--- config.mk ---
export PLATFORM = sky130hd
export DESIGN_NAME = score_counter
export DESIGN_NICKNAME = d
export VERILOG_FILES = /design/src/rtl/score_counter_pkg.sv /design/src/rtl/score_counter_bcd_digit_add.sv /design/src/rtl/score_counter.sv
export SDC_FILE = /design/constraint.sdc
export NUM_CORES = 1
export LEC_CHECK = 0
export ABC_CLOCK_PERIOD_IN_PS = 10500
export BUFFER_PORTS_ARGS = -buffer_cell sky130_fd_sc_hd__buf_2
export CORE_MARGIN = 3
export CORE_UTILIZATION = 35
export DETAILED_ROUTE_END_ITERATION = 10
export PLACE_DENSITY = 0.57
export SYNTH_ARGS = -nofsm -noshare
export SYNTH_HDL_FRONTEND = slang
export SYNTH_SLANG_ARGS = --single-unit
--- constraint.sdc ---
create_clock -name clk -period 10.5 [get_ports clk]
set_input_delay 3.15 -clock clk [delete_from_list [all_inputs] [get_ports clk]]
set_output_delay 3.15 -clock clk [all_outputs]
set_load 0.02 [all_outputs]
--- src/rtl/score_counter_pkg.sv ---
// Shared game types: BCD digit and two-digit score, plus small helpers
// reused by the score counter, the score display and game control.
package score_counter_pkg;

    localparam int DIGIT_W = 4;

    typedef logic [DIGIT_W-1:0] bcd_digit_t;

    localparam bcd_digit_t BCD_MAX = 4'd9;

    typedef struct packed {
        bcd_digit_t tens;
        bcd_digit_t ones;
    } score_bcd_t;

    // Binary value of a two-digit BCD score, 0..99.
    function automatic logic [6:0] bcd_to_bin(input score_bcd_t s);
        return 7'(s.tens) * 7'd10 + 7'(s.ones);
    endfunction

    function automatic bcd_digit_t clamp_digit(input logic [DIGIT_W-1:0] v);
        return (v > BCD_MAX) ? BCD_MAX : v;
    endfunction

endpackage

--- src/rtl/score_counter_bcd_digit_add.sv ---
// Combinational single-digit BCD adder; inputs are assumed to be valid BCD.
module bcd_digit_add
    import score_counter_pkg::*;
(
    input  bcd_digit_t a,
    input  bcd_digit_t b,
    input  logic       cin,
    output bcd_digit_t sum,
    output logic       cout
);

    logic [DIGIT_W:0] raw;

    // NOTE: every output of a combinational block gets a default first, so no path leaves it unassigned and infers a latch.
    always_comb begin
        raw  = {1'b0, a} + {1'b0, b} + {{DIGIT_W{1'b0}}, cin};
        sum  = raw[DIGIT_W-1:0];
        cout = 1'b0;
        if (raw >= 5'd10) begin
            sum  = DIGIT_W'(raw - 5'd10);
            cout = 1'b1;
        end
    end

endmodule

--- src/rtl/score_counter.sv ---
// Two-digit BCD score accumulator with frame-synchronous display shadow,
// sticky win flag and frame-rate blink enable.
module score_counter
    import score_counter_pkg::*;
#(
    parameter int WIN_SCORE    = 10,
    parameter int SATURATE     = 1,
    parameter int BLINK_FRAMES = 30
) (
    input  logic               clk,
    input  logic               rst,
    input  logic               clear,
    input  logic               add_valid,
    input  logic [DIGIT_W-1:0] add_amount,
    output logic               add_ready,
    input  logic               frame_start,
    output logic [DIGIT_W-1:0] tens,
    output logic [DIGIT_W-1:0] ones,
    output logic               win,
    output logic               blink
);

    localparam int              CNT_W    = (BLINK_FRAMES > 1) ? $clog2(BLINK_FRAMES) : 1;
    localparam logic [CNT_W-1:0] CNT_LAST = CNT_W'(BLINK_FRAMES - 1);
    localparam logic [6:0]       WIN_BIN  = 7'(WIN_SCORE);

    score_bcd_t       work_q, work_d;
    score_bcd_t       disp_q, disp_d;
    logic             win_q, win_d;
    logic             blink_q, blink_d;
    logic [CNT_W-1:0] cnt_q, cnt_d;

    bcd_digit_t amt;
    bcd_digit_t sum_o, sum_t;
    logic       carry_o, carry_t;
    logic       accept;
    score_bcd_t add_res;

    assign amt       = clamp_digit(add_amount);
    assign add_ready = !win_q;
    assign accept    = add_valid && add_ready;

    bcd_digit_add u_add_ones (
        .a    (work_q.ones),
        .b    (amt),
        .cin  (1'b0),
        .sum  (sum_o),
        .cout (carry_o)
    );

    bcd_digit_add u_add_tens (
        .a    (work_q.tens),
        .b    (4'd0),
        .cin  (carry_o),
        .sum  (sum_t),
        .cout (carry_t)
    );

    // On tens overflow the adder already yields tens=0, which is the modulo-100 result.
    always_comb begin
        add_res = '{tens: sum_t, ones: sum_o};
        if (carry_t && (SATURATE != 0)) begin
            add_res = '{tens: BCD_MAX, ones: BCD_MAX};
        end
    end

    always_comb begin
        work_d  = work_q;
        disp_d  = disp_q;
        win_d   = win_q;
        blink_d = blink_q;
        cnt_d   = cnt_q;
        if (clear) begin
            work_d  = '0;
            disp_d  = '0;
            win_d   = 1'b0;
            blink_d = 1'b1;
            cnt_d   = '0;
        end else begin
            if (accept) begin
                work_d = add_res;
            end
            // Display samples the pre-edge score, so a same-edge add waits a frame.
            if (frame_start) begin
                disp_d = work_q;
            end
            if (bcd_to_bin(work_q) >= WIN_BIN) begin
                win_d = 1'b1;
            end
            if (!win_q) begin
                blink_d = 1'b1;
                cnt_d   = '0;
            end else if (frame_start) begin
                if (cnt_q == CNT_LAST) begin
                    cnt_d   = '0;
                    blink_d = !blink_q;
                end else begin
                    cnt_d = cnt_q + CNT_W'(1);
                end
            end
        end
    end

    // NOTE: state flops use non-blocking assignments so every register samples the pre-edge values.
    always_ff @(posedge clk) begin
        if (rst) begin
            work_q  <= '0;
            disp_q  <= '0;
            win_q   <= 1'b0;
            blink_q <= 1'b1;
            cnt_q   <= '0;
        end else begin
            work_q  <= work_d;
            disp_q  <= disp_d;
            win_q   <= win_d;
            blink_q <= blink_d;
            cnt_q   <= cnt_d;
        end
    end

    assign tens  = disp_q.tens;
    assign ones  = disp_q.ones;
    assign win   = win_q;
    assign blink = blink_q;

endmodule

# Word-level counts from Yosys, hierarchy flattened

Cells that the tools add are included.

Bits in writable memories: 0
Register bits: 23
Bits in read-only memories: 0
Logic and storage cells: 33
Bits in latches: 0
Input bits: 9
Memories: 0
Output and inout bits: 11

$lt $le $gt $ge: 4
Equality and inequality tests: 1
Multipliers: 1
Bitwise operators: 1
Shift operators: 0
Reduce and logical (&&, ||, !) cells: 6
Add/subtract/negate cells: 6
Div/mod/pow operators: 0
Mux-type cells: 7

Operators by type and width:

| kind                                                                  | number |
|---|---|
| 4-bit two-way mux                                                     | 3 |
| 5-bit by 4-bit >= comparator with 1-bit output, second input constant | 2 |
| 8-bit two-way mux                                                     | 1 |
| 4-bit subtractor, second input constant                               | 2 |
| 7-bit by 4-bit adder with 7-bit output                                | 1 |
| 7-bit by 4-bit >= comparator with 1-bit output, second input constant | 1 |
| 4-bit by 3-bit multiplier with 6-bit output, second input constant    | 1 |
| 4-bit by 1-bit adder with 5-bit output                                | 1 |
| 4-bit by 4-bit adder with 5-bit output                                | 1 |
| 5-bit by 1-bit adder with 5-bit output, second input constant         | 1 |
| 5-bit equality test, second input constant                            | 1 |
| 5-bit two-way mux                                                     | 1 |
| 4-bit greater-than comparator, second input constant                  | 1 |
| 3-bit OR reduction                                                    | 1 |
| 1-bit zero test                                                       | 2 |
| 1-bit two-way mux                                                     | 2 |
| 2-bit AND reduction                                                   | 1 |
| 2-bit OR reduction                                                    | 1 |
| 1-bit logical AND                                                     | 1 |
| 1-bit inverter                                                        | 1 |

# Depth between registers and ports, before layout

Gate-level depths: netlist of run 1.

Word-level depth: 9
Gate-level depth with buffers: 17
Gate-level depth less buffers: 17

# Cells and area by module

A second synthesis of run 1 with hierarchy kept.

Cells, all modules: 208
Area total of the unflattened synthesis: 1,765.4 um2

Modules (own cells, without submodules):

| module        | instances | area each (um2) | seq. area each (um2) | cells an instance |
|---|---|---|---|---|
| score_counter | 1         | 1,109.8         | 460.4                | 122 |
| bcd_digit_add | 2         | 327.8           | 0.0                  | 43 |

# Least setup slack after synthesis of run 1

OpenSTA, ideal clock, no wires.

Path kind: input to register
Start point: input add_amount[2]
End point: register work_q[1] (netlist name)
Stages: 16
Data required time: 10.427 ns
Arrival: 6.519 ns
Setup time: 0.073 ns
Path buffers: 0
Setup slack: 3.908 ns
Path through: o21ai_0 -> nand2b_1 -> ha_1 -> fa_1 -> xnor2_2 -> ha_1 -> inv_1 -> a31o_4 -> a211oi_4 -> nor2_1 -> ha_1 -> ha_1 -> o21a_1 -> o221a_2 -> or4_1 -> o211ai_2

Longest elaborated chain between the ends: 9
Elaborated cells on any way between the ends: 11
Classes of those cells: 3 x add/sub; 3 x order compare; 5 x mux

Ends and longest elaborated chain:

| what                                           | line                              | text |
|---|---|---|
| start, declared                                | score_counter.sv:14               | `input logic [DIGIT_W-1:0] add_amount,` |
| 4-bit greater-than comparator                  | score_counter_pkg.sv:22           | `return (v > BCD_MAX) ? BCD_MAX : v;` |
| 4-bit two-way mux (*)                          | score_counter_pkg.sv:22           |  |
| 4-bit by 4-bit adder with 5-bit output (*)     | score_counter_bcd_digit_add.sv:16 | `raw = {1'b0, a} + {1'b0, b} + {{DIGIT_W{1'b0}}, cin};` |
| 5-bit by 4-bit >= comparator with 1-bit output | score_counter_bcd_digit_add.sv:19 | `if (raw >= 5'd10) begin` |
| 1-bit two-way mux                              | score_counter_bcd_digit_add.sv:19 |  |
| 4-bit by 1-bit adder with 5-bit output         | score_counter_bcd_digit_add.sv:16 |  |
| 5-bit by 4-bit >= comparator with 1-bit output | score_counter_bcd_digit_add.sv:19 |  |
| 1-bit two-way mux                              | score_counter_bcd_digit_add.sv:19 |  |
| 8-bit two-way mux (*)                          | score_counter.sv:62               | `if (carry_t && (SATURATE != 0)) begin` |
| end signal, assigned                           | score_counter.sv:113              | `work_q <= work_d;` |
| end, declared                                  | score_counter.sv:27               | `score_bcd_t work_q, work_d;` |

Mark *: on every way between the ends. The rest lies on a longest branch, timed or not.
A chain may end at the register's enable or synchronous reset.

# Worst setup path after layout of run 1

Ends and elaborated chain as after synthesis.

==> qor.yml, run 1 <==
status: "finished clean"
cts_made_buffers: 3
clock-sinks: 23
ant_nets: 0
area_delta_synth_final_pct: 12.7
synthCells: 156
leakagePower_nw: 0.757
cts_root_buffer: "clkbuf_8"
synthFlopType: "dfxtp_1"
cp_max_fo: 6
dp_hpwl_um: 2360
gp_congestion: 0.784
crit_chain: "buf_2, o21ai_0, nand2b_1, ha_1, fa_1, xnor2_2, ha_1, inv_1, a31o_4, a211oi_4, nor2_1, ha_1, ha_1, o21a_1, o221a_2, or4_1, o211ai_2"
slew_viol_final: 0
synth_area_um2: 1460
die_area_um2: 4970
slew_headroom_pct: 57.3
synth_commonest_cells: "dfxtp_1 (23), nor2_1 (21), ha_1 (15)"
dp_cells: 219
cts_buffer_depth: 2
clock_latency_ps: 260
start_kind: "primary input"
finalPower_mw: 0.183
hp-class: "reg2reg"
max_stage_delay_ps: 500
critPathArrivalTime_ps: 6970
fin_setup_tns_ps: 0
clock_skew_ps: 1.53
portBuffers: 19
power.density_nw_per_um2: 112
final_area_um2: 1640
final_nets: 203
overflow: 0
post_cts_buffers: 0
synth-edff-count: 0
maxCapViolCount: 0
rsz0062_at_grt: "false"
tightest_slew_ps: 638
peakVddDrop_mv: 0.0585
finalHoldViolCount: 0
vias: 1173
placed_area_um2: 1590
antenna_found_initial: 0
ys_async_sr_fraction_pct: 0
first_iter_violations: 40
worstSetupPathType: "in2reg"
cts_resized: 0
fp.dieH_um: 70.5
end_kind: "flip-flop"
h-tree-depth: 1
fin_crit_sh_pct: 64.5
die_w_um: 70.5
cpMaxStageDelayCell: "or4_1"
vias_per_cell: 5.26
min_period_ps: 6770
cts_hold_buf: 0
synth_top_area_cell: "dfxtp_1"
n_antenna_cell: 0
cts_tree: "yes"
synth_top_area_share_pct: 31.6
netlist_top_cells_area: "dfxtp_1 (32%), ha_1 (13%), mux2i_1 (6.9%), nor2_1 (5.4%), fa_1 (4.1%)"
drive_gt1_share_pct: 20.0
grt_pass1_wl_um: 5440
yosys.cell_types.count: 43
start_util_pct: 38.0
wl_per_cell_um: 13.8
syn-num-nets: 183
grt_max_degree: 15
fill_cells: 374
clkTransAtPathRegs_ps: 80
ios: 20
routed_wl_um: 3070
firstDrtPassIters: 4
drc: 0
cp.required_ps: 10700
ys_warn_count: 0
grt_usage_pct: 13.5
rows: 22
crit_path_frequent_cell: "ha_1"
avgSynthCellArea_um2: 9.33
synth.most_common_cell: "dfxtp_1"
setup_viol: 0
timing.fmax_ghz: 0.148
coreArea_um2: 3830
fin_cells: 223
ys_seq_elements: 23
ys_seq_area_share_pct: 31.6
grt_pass1_vias: 1240
-- routing by layer --
layer	track usage, %	share of wire [%]	vias to the layer above	wire [um]
met5	0	0	-	0
met4	5.96	1.2	0	36
li1	-	-	586	-
met3	2.16	3.5	4	108
met2	22.1	48	20	1480
met1	17.2	47	563	1440
-- worst max-delay path: cells and delay by family --
family	cells	cell delay (ps)
AOI/OAI and AO/OA	6	1250
xor gates and xnor gates	1	260
adders and majority gates	5	1420
buffers and inverters	2	180
and+or+nand+nor	3	710
-- worst paths after layout --
kind,startpoint,slack [ps],depth (start not counted),end
hold / removal,win,470,1,blink
setup / recovery,add_amount[2],3730,17,work_q[1]
hold reg to reg,win,470,1,blink
setup reg to reg,work_q[0],6610,14,work_q[1]
-- metrics by stage --
| stage | hold WS [ps] | utilization, % | setup slack (ps) |
|---|---|---|---|
| floorplan | 472 | - | 3910 |
| global placement | 451 | 41.7 | 3670 |
| detailed placement | 461 | 41.7 | 3490 |
| CTS | 481 | 42.9 | 3730 |
| global route | 490 | 42.9 | 3480 |
| finish | 470 | 42.9 | 3730 |
-- registers in the layout (all words and copies together), names as in the netlist --
register,flops
ones,4
win,1
blink,1
tens,4
work_q,8
cnt_q,5
-- kinds of logic (layout without fill, tap and decap cells) --
| family | after synthesis | in the layout | synth area share (%) |
|---|---|---|---|
| buffers and inverters | 14 | 33 | 3.70 |
| multiplexers | 11 | 11 | 7.65 |
| flip-flops | 23 | 23 | 31.6 |
| AND/OR/NAND/NOR | 50 | 50 | 16.4 |
| adder cells (fa/ha/maj) | 18 | 18 | 17.0 |
| AO/OA/AOI/OAI | 30 | 30 | 17.0 |
| XOR/XNOR | 10 | 10 | 6.54 |
-- power by group --
part           switching (mW)  total [mW]  internal, mW
clock network          0.0279      0.0543        0.0265
registers             0.00288      0.0919        0.0891
logic                  0.0208      0.0370        0.0162
-- layout by cell type (no fill, tap or decap), drive strengths merged, types with 2 or more instances in the layout --
cell	instances
a211oi	2
a21o	4
a21oi	5
a31o	2
buf	19
clkbuf	3
dfxtp	23
fa	3
ha	15
inv	10
mux2i	10
nand2	7
nand2b	2
nand3	8
nor2	21
nor2b	4
o21a	2
o21ai	6
xnor2	4
xor2	6
-- final cells by class --
type	instances	area (um^2)	share of cell area [%]
inverter	10	37.5	2.29
tap	48	60.1	3.66
sequential	23	460	28.1
clock buffer	3	41.3	2.52
timing repair buffer	19	95.1	5.80
clock inverter	1	5.00	0.305
multi-input combinational	119	941	57.4
Power figures use the tool's default switching activity.
==> run 2, diff against run 1 <==
--- a/config.mk
+++ b/config.mk
@@ -5,12 +5,12 @@
 export SDC_FILE = /design/constraint.sdc
 export NUM_CORES = 1
 export LEC_CHECK = 0
-export ABC_CLOCK_PERIOD_IN_PS = 10500
+export ABC_CLOCK_PERIOD_IN_PS = 6000
 export BUFFER_PORTS_ARGS = -buffer_cell sky130_fd_sc_hd__buf_2
 export CORE_MARGIN = 3
 export CORE_UTILIZATION = 35
 export DETAILED_ROUTE_END_ITERATION = 10
-export PLACE_DENSITY = 0.57
+export PLACE_DENSITY = 0.59
 export SYNTH_ARGS = -nofsm -noshare
 export SYNTH_HDL_FRONTEND = slang
 export SYNTH_SLANG_ARGS = --single-unit
==> constraint.sdc (replaced) <==
create_clock -name clk -period 6 [get_ports clk]
set_input_delay 1.8 -clock clk [delete_from_list [all_inputs] [get_ports clk]]
set_output_delay 1.8 -clock clk [all_outputs]
set_load 0.02 [all_outputs]
==> qor.yml, run 2 (same netlist as run 1, synthesis figures left out) <==
portBuffers: 19
r2r_cells: 14
cts_root_buffer: "clkbuf_8"
clock_skew_ps: 1.47
start_util_pct: 38.0
rows: 22
min_period_ps: 5400
multi_input_area_um2: 941
gp_congestion: 0.776
power.density_nw_per_um2: 196
status: "finished clean"
final_area_um2: 1640
firstDrtPassIters: 4
coreArea_um2: 3830
rsz0062_at_grt: "false"
start_kind: "primary input"
hp-class: "reg2reg"
drive_gt1_share_pct: 19.4
vias: 1171
grt_max_degree: 15
cp.required_ps: 6190
cts_hold_buf: 0
setup_viol: 0
worstSetupPathType: "in2reg"
peakVddDrop_mv: 0.0852
dp_hpwl_um: 2480
vias_per_cell: 5.25
overflow: 0
grt_usage_pct: 13.4
routed_wl_um: 3090
clkTransAtPathRegs_ps: 80
fin_crit_sh_pct: 90.0
wl_per_cell_um: 13.9
ios: 20
largest_register_ffs: 8
crit_path_frequent_cell: "ha_1"
cp_num_cells: 17
critPathArrivalTime_ps: 5600
cts_resized: 0
grt_pass1_vias: 1205
regMostFlops: "work_q"
drc: 0
post_cts_buffers: 0
leakagePower_nw: 0.755
die_w_um: 70.5
area_delta_synth_final_pct: 12.6
h-tree-depth: 1
cp-startpoint: "add_amount[2]"
antenna_found_initial: 0
mostFrequentLayoutCells: "dfxtp_1 (23), nor2_1 (21), buf_2 (19)"
cts_made_buffers: 3
cp_max_fo: 6
crit_chain: "buf_2, o21ai_0, nand2b_1, ha_1, fa_1, xnor2_2, ha_1, inv_1, a31o_4, a211oi_4, nor2_1, ha_1, ha_1, o21a_1, o221a_2, or4_1, o211ai_2"
ant_nets: 0
critPathBufInv: 2
die_area_um2: 4970
cts_buffer_depth: 2
timing.fmax_ghz: 0.185
tightest_slew_ps: 599
first_iter_violations: 42
fp.dieH_um: 70.5
slew_viol_final: 0
cpMaxStageDelayCell: "or4_1"
grt_pass1_wl_um: 5440
fin_setup_tns_ps: 0
r2r-end: "work_q[1]"
maxCapViolCount: 0
worstReg2RegStart: "work_q[0]"
final_nets: 203
cts_tree: "yes"
end_kind: "flip-flop"
placed_area_um2: 1590
finalHoldViolCount: 0
fill_cells: 388
crit_family: "adder cells"
clock-sinks: 23
crit_end: "work_q[1]"
rrSetupSlack_ps: 2160
final_common_cell: "dfxtp_1"
clock_latency_ps: 260
regArea_um2: 460
largestRegisters: "work_q x8, cnt_q x5"
slew_headroom_pct: 59.9
max_stage_delay_ps: 490
n_antenna_cell: 0
==> run 2: routing by layer <==
| metal | global-route usage, % | part of all wire, % | vias up |
|---|---|---|---|
| li1 | - | - | 585 |
| met1 | 16.8 | 44 | 554 |
| met2 | 23.0 | 49 | 25 |
| met3 | 1.73 | 4.9 | 7 |
| met4 | 5.53 | 2.0 | 0 |
| met5 | 0 | 0 | - |
==> run 2: cell type report <==
| type | instances | area share [%] |
|---|---|---|
| repair buffers | 19 | 5.80 |
| flip-flops and latches | 23 | 28.1 |
| clock buffers | 4 | 2.75 |
| inverters | 10 | 2.29 |
| multi-input cells | 119 | 57.4 |
| well taps | 48 | 3.66 |
==> run 2: stage by stage <==
stage	power, mW	hold WS [ps]	std cells	setup WS (ps)	util, %
6_report	0.321	462	223	598	42.8
5_1_grt	0.339	504	223	371	42.8
4_1_cts	0.324	467	223	613	42.8
3_5_place_dp	0.231	447	219	376	41.7
3_3_place_gp	0.228	436	219	520	41.7
2_1_floorplan	0.214	472	156	758	-
==> run 2: worst min path at each step <==
stage	from	endpoint	slack, ps	depth (start not counted)
finish	win	blink	460	1
global route	win	blink	500	1
CTS	win	blink	470	1
detailed placement	win	blink	450	1
global placement	win	blink	440	1
floorplan	cnt_q[3]	cnt_q[3]	470	2
==> run 2: power by group <==
part / internal, mW / switching, mW / total, mW
Combinational: 0.0286 / 0.0378 / 0.0664
Clock: 0.0473 / 0.0467 / 0.0941
Sequential: 0.156 / 0.00498 / 0.161
==> run 3, diff against run 2 <==
==> constraint.sdc (replaced) <==
create_clock -name clk -period 6 [get_ports clk]
set_input_delay 0.6 -clock clk [delete_from_list [all_inputs] [get_ports clk]]
set_output_delay 0.6 -clock clk [all_outputs]
set_load 0.02 [all_outputs]
==> qor.yml, run 3 (same netlist as run 1, synthesis figures left out) <==
maxCapViolCount: 0
die_area_um2: 4970
critPathArrivalTime_ps: 4370
cp_max_fo: 6
end_kind: "flip-flop"
rsz0062_at_grt: "false"
h-tree-depth: 1
final_nets: 203
rows: 22
fin_util_pct: 42.8
leakagePower_nw: 0.755
clock_latency_ps: 260
cts_buffer_depth: 2
multi_input_area_um2: 941
finalHoldViolCount: 0
largest_register_ffs: 8
cts_made_buffers: 3
clkTransAtPathRegs_ps: 80
min_period_ps: 4170
portBuffers: 19
clock_skew_ps: 0.763
cts_hold_buf: 0
fp.dieH_um: 70.5
regArea_um2: 460
die_w_um: 70.5
antenna_found_initial: 0
mostFrequentLayoutCells: "dfxtp_1 (23), nor2_1 (21), buf_2 (19)"
status: "finished clean"
vias: 1181
ant_nets: 0
grt_pass1_wl_um: 5400
tightest_slew_ps: 587
grt_usage_pct: 13.5
timing.fmax_ghz: 0.240
n_antenna_cell: 0
slew_viol_final: 0
final_common_cell: "dfxtp_1"
peakVddDrop_mv: 0.0961
dp_hpwl_um: 2480
fin_setup_tns_ps: 0
firstDrtPassIters: 4
clock-sinks: 23
largestRegisters: "work_q x8, cnt_q x5"
hp-class: "reg2reg"
post_cts_buffers: 0
fin_crit_sh_pct: 69.5
dp_cells: 219
gp_congestion: 0.776
vias_per_cell: 5.30
drive_gt1_share_pct: 19.4
power.density_nw_per_um2: 196
overflow: 0
grt_max_degree: 15
wl_per_cell_um: 13.8
grt_pass1_vias: 1193
fin_cells: 223
fill_cells: 375
slew_headroom_pct: 60.7
ios: 20
regMostFlops: "work_q"
coreArea_um2: 3830
area_delta_synth_final_pct: 12.6
cts_resized: 0
routed_wl_um: 3090
start_util_pct: 38.0
first_iter_violations: 40
start_kind: "primary input"
cts_root_buffer: "clkbuf_8"
drc: 0
setup_viol: 0
worstSetupPathType: "in2reg"
cp.required_ps: 6190
cts_tree: "yes"
[run 3: final timing paths]
path / to / cells after the start / slack [ps] / start
worst max-delay path: work_q[1] / 17 / 1830 / add_amount[2]
worst min-delay path: blink / 1 / 460 / win
worst max register to register: work_q[1] / 14 / 2180 / work_q[0]
worst min register to register: blink / 1 / 460 / win
[run 3: power breakdown]
part | internal (mW) | leakage [nW] | switching [mW] | total [mW]
Clock | 0.0473 | 0.0228 | 0.0467 | 0.0941
Sequential | 0.156 | 0.186 | 0.00513 | 0.161
Combinational | 0.0284 | 0.546 | 0.0374 | 0.0657
Total | 0.232 | 0.755 | 0.0892 | 0.321
[run 3: layer usage]
metal	wire length [um]	track usage [%]	vias up
li1	-	-	588
met1	1420	16.3	570
met2	1510	23.4	18
met3	92	2.16	5
met4	61	5.96	0
met5	0	0	-
[run 3: layout make-up]
class	count	share of cell area (%)
repair buffers	19	5.80
well taps	48	3.66
multi-input cells	119	57.4
flip-flops and latches	23	28.1
clock buffers	4	2.75
inverters	10	2.29
[run 3: worst max-delay path, stage by stage]
cell and delay, ps:
buf_2 110, o21ai_0 170, nand2b_1 90, ha_1 210, fa_1 430, xnor2_2 250
ha_1 180, inv_1 80, a31o_4 230, a21oi_1 300, nor2_1 120, ha_1 230
ha_1 310, o21a_1 180, o221a_2 290, or4_1 500, o211ai_2 90
[run 3: per-stage QoR]
stage	power, mW	instance area (um^2)	hold WS (ps)	setup slack, ps
5_1_grt	0.340	1640	503	1530
3_3_place_gp	0.228	1590	436	1720
4_1_cts	0.323	1640	467	1830
3_5_place_dp	0.230	1590	447	1570
6_report	0.321	1640	465	1830
2_1_floorplan	0.214	1460	472	1960
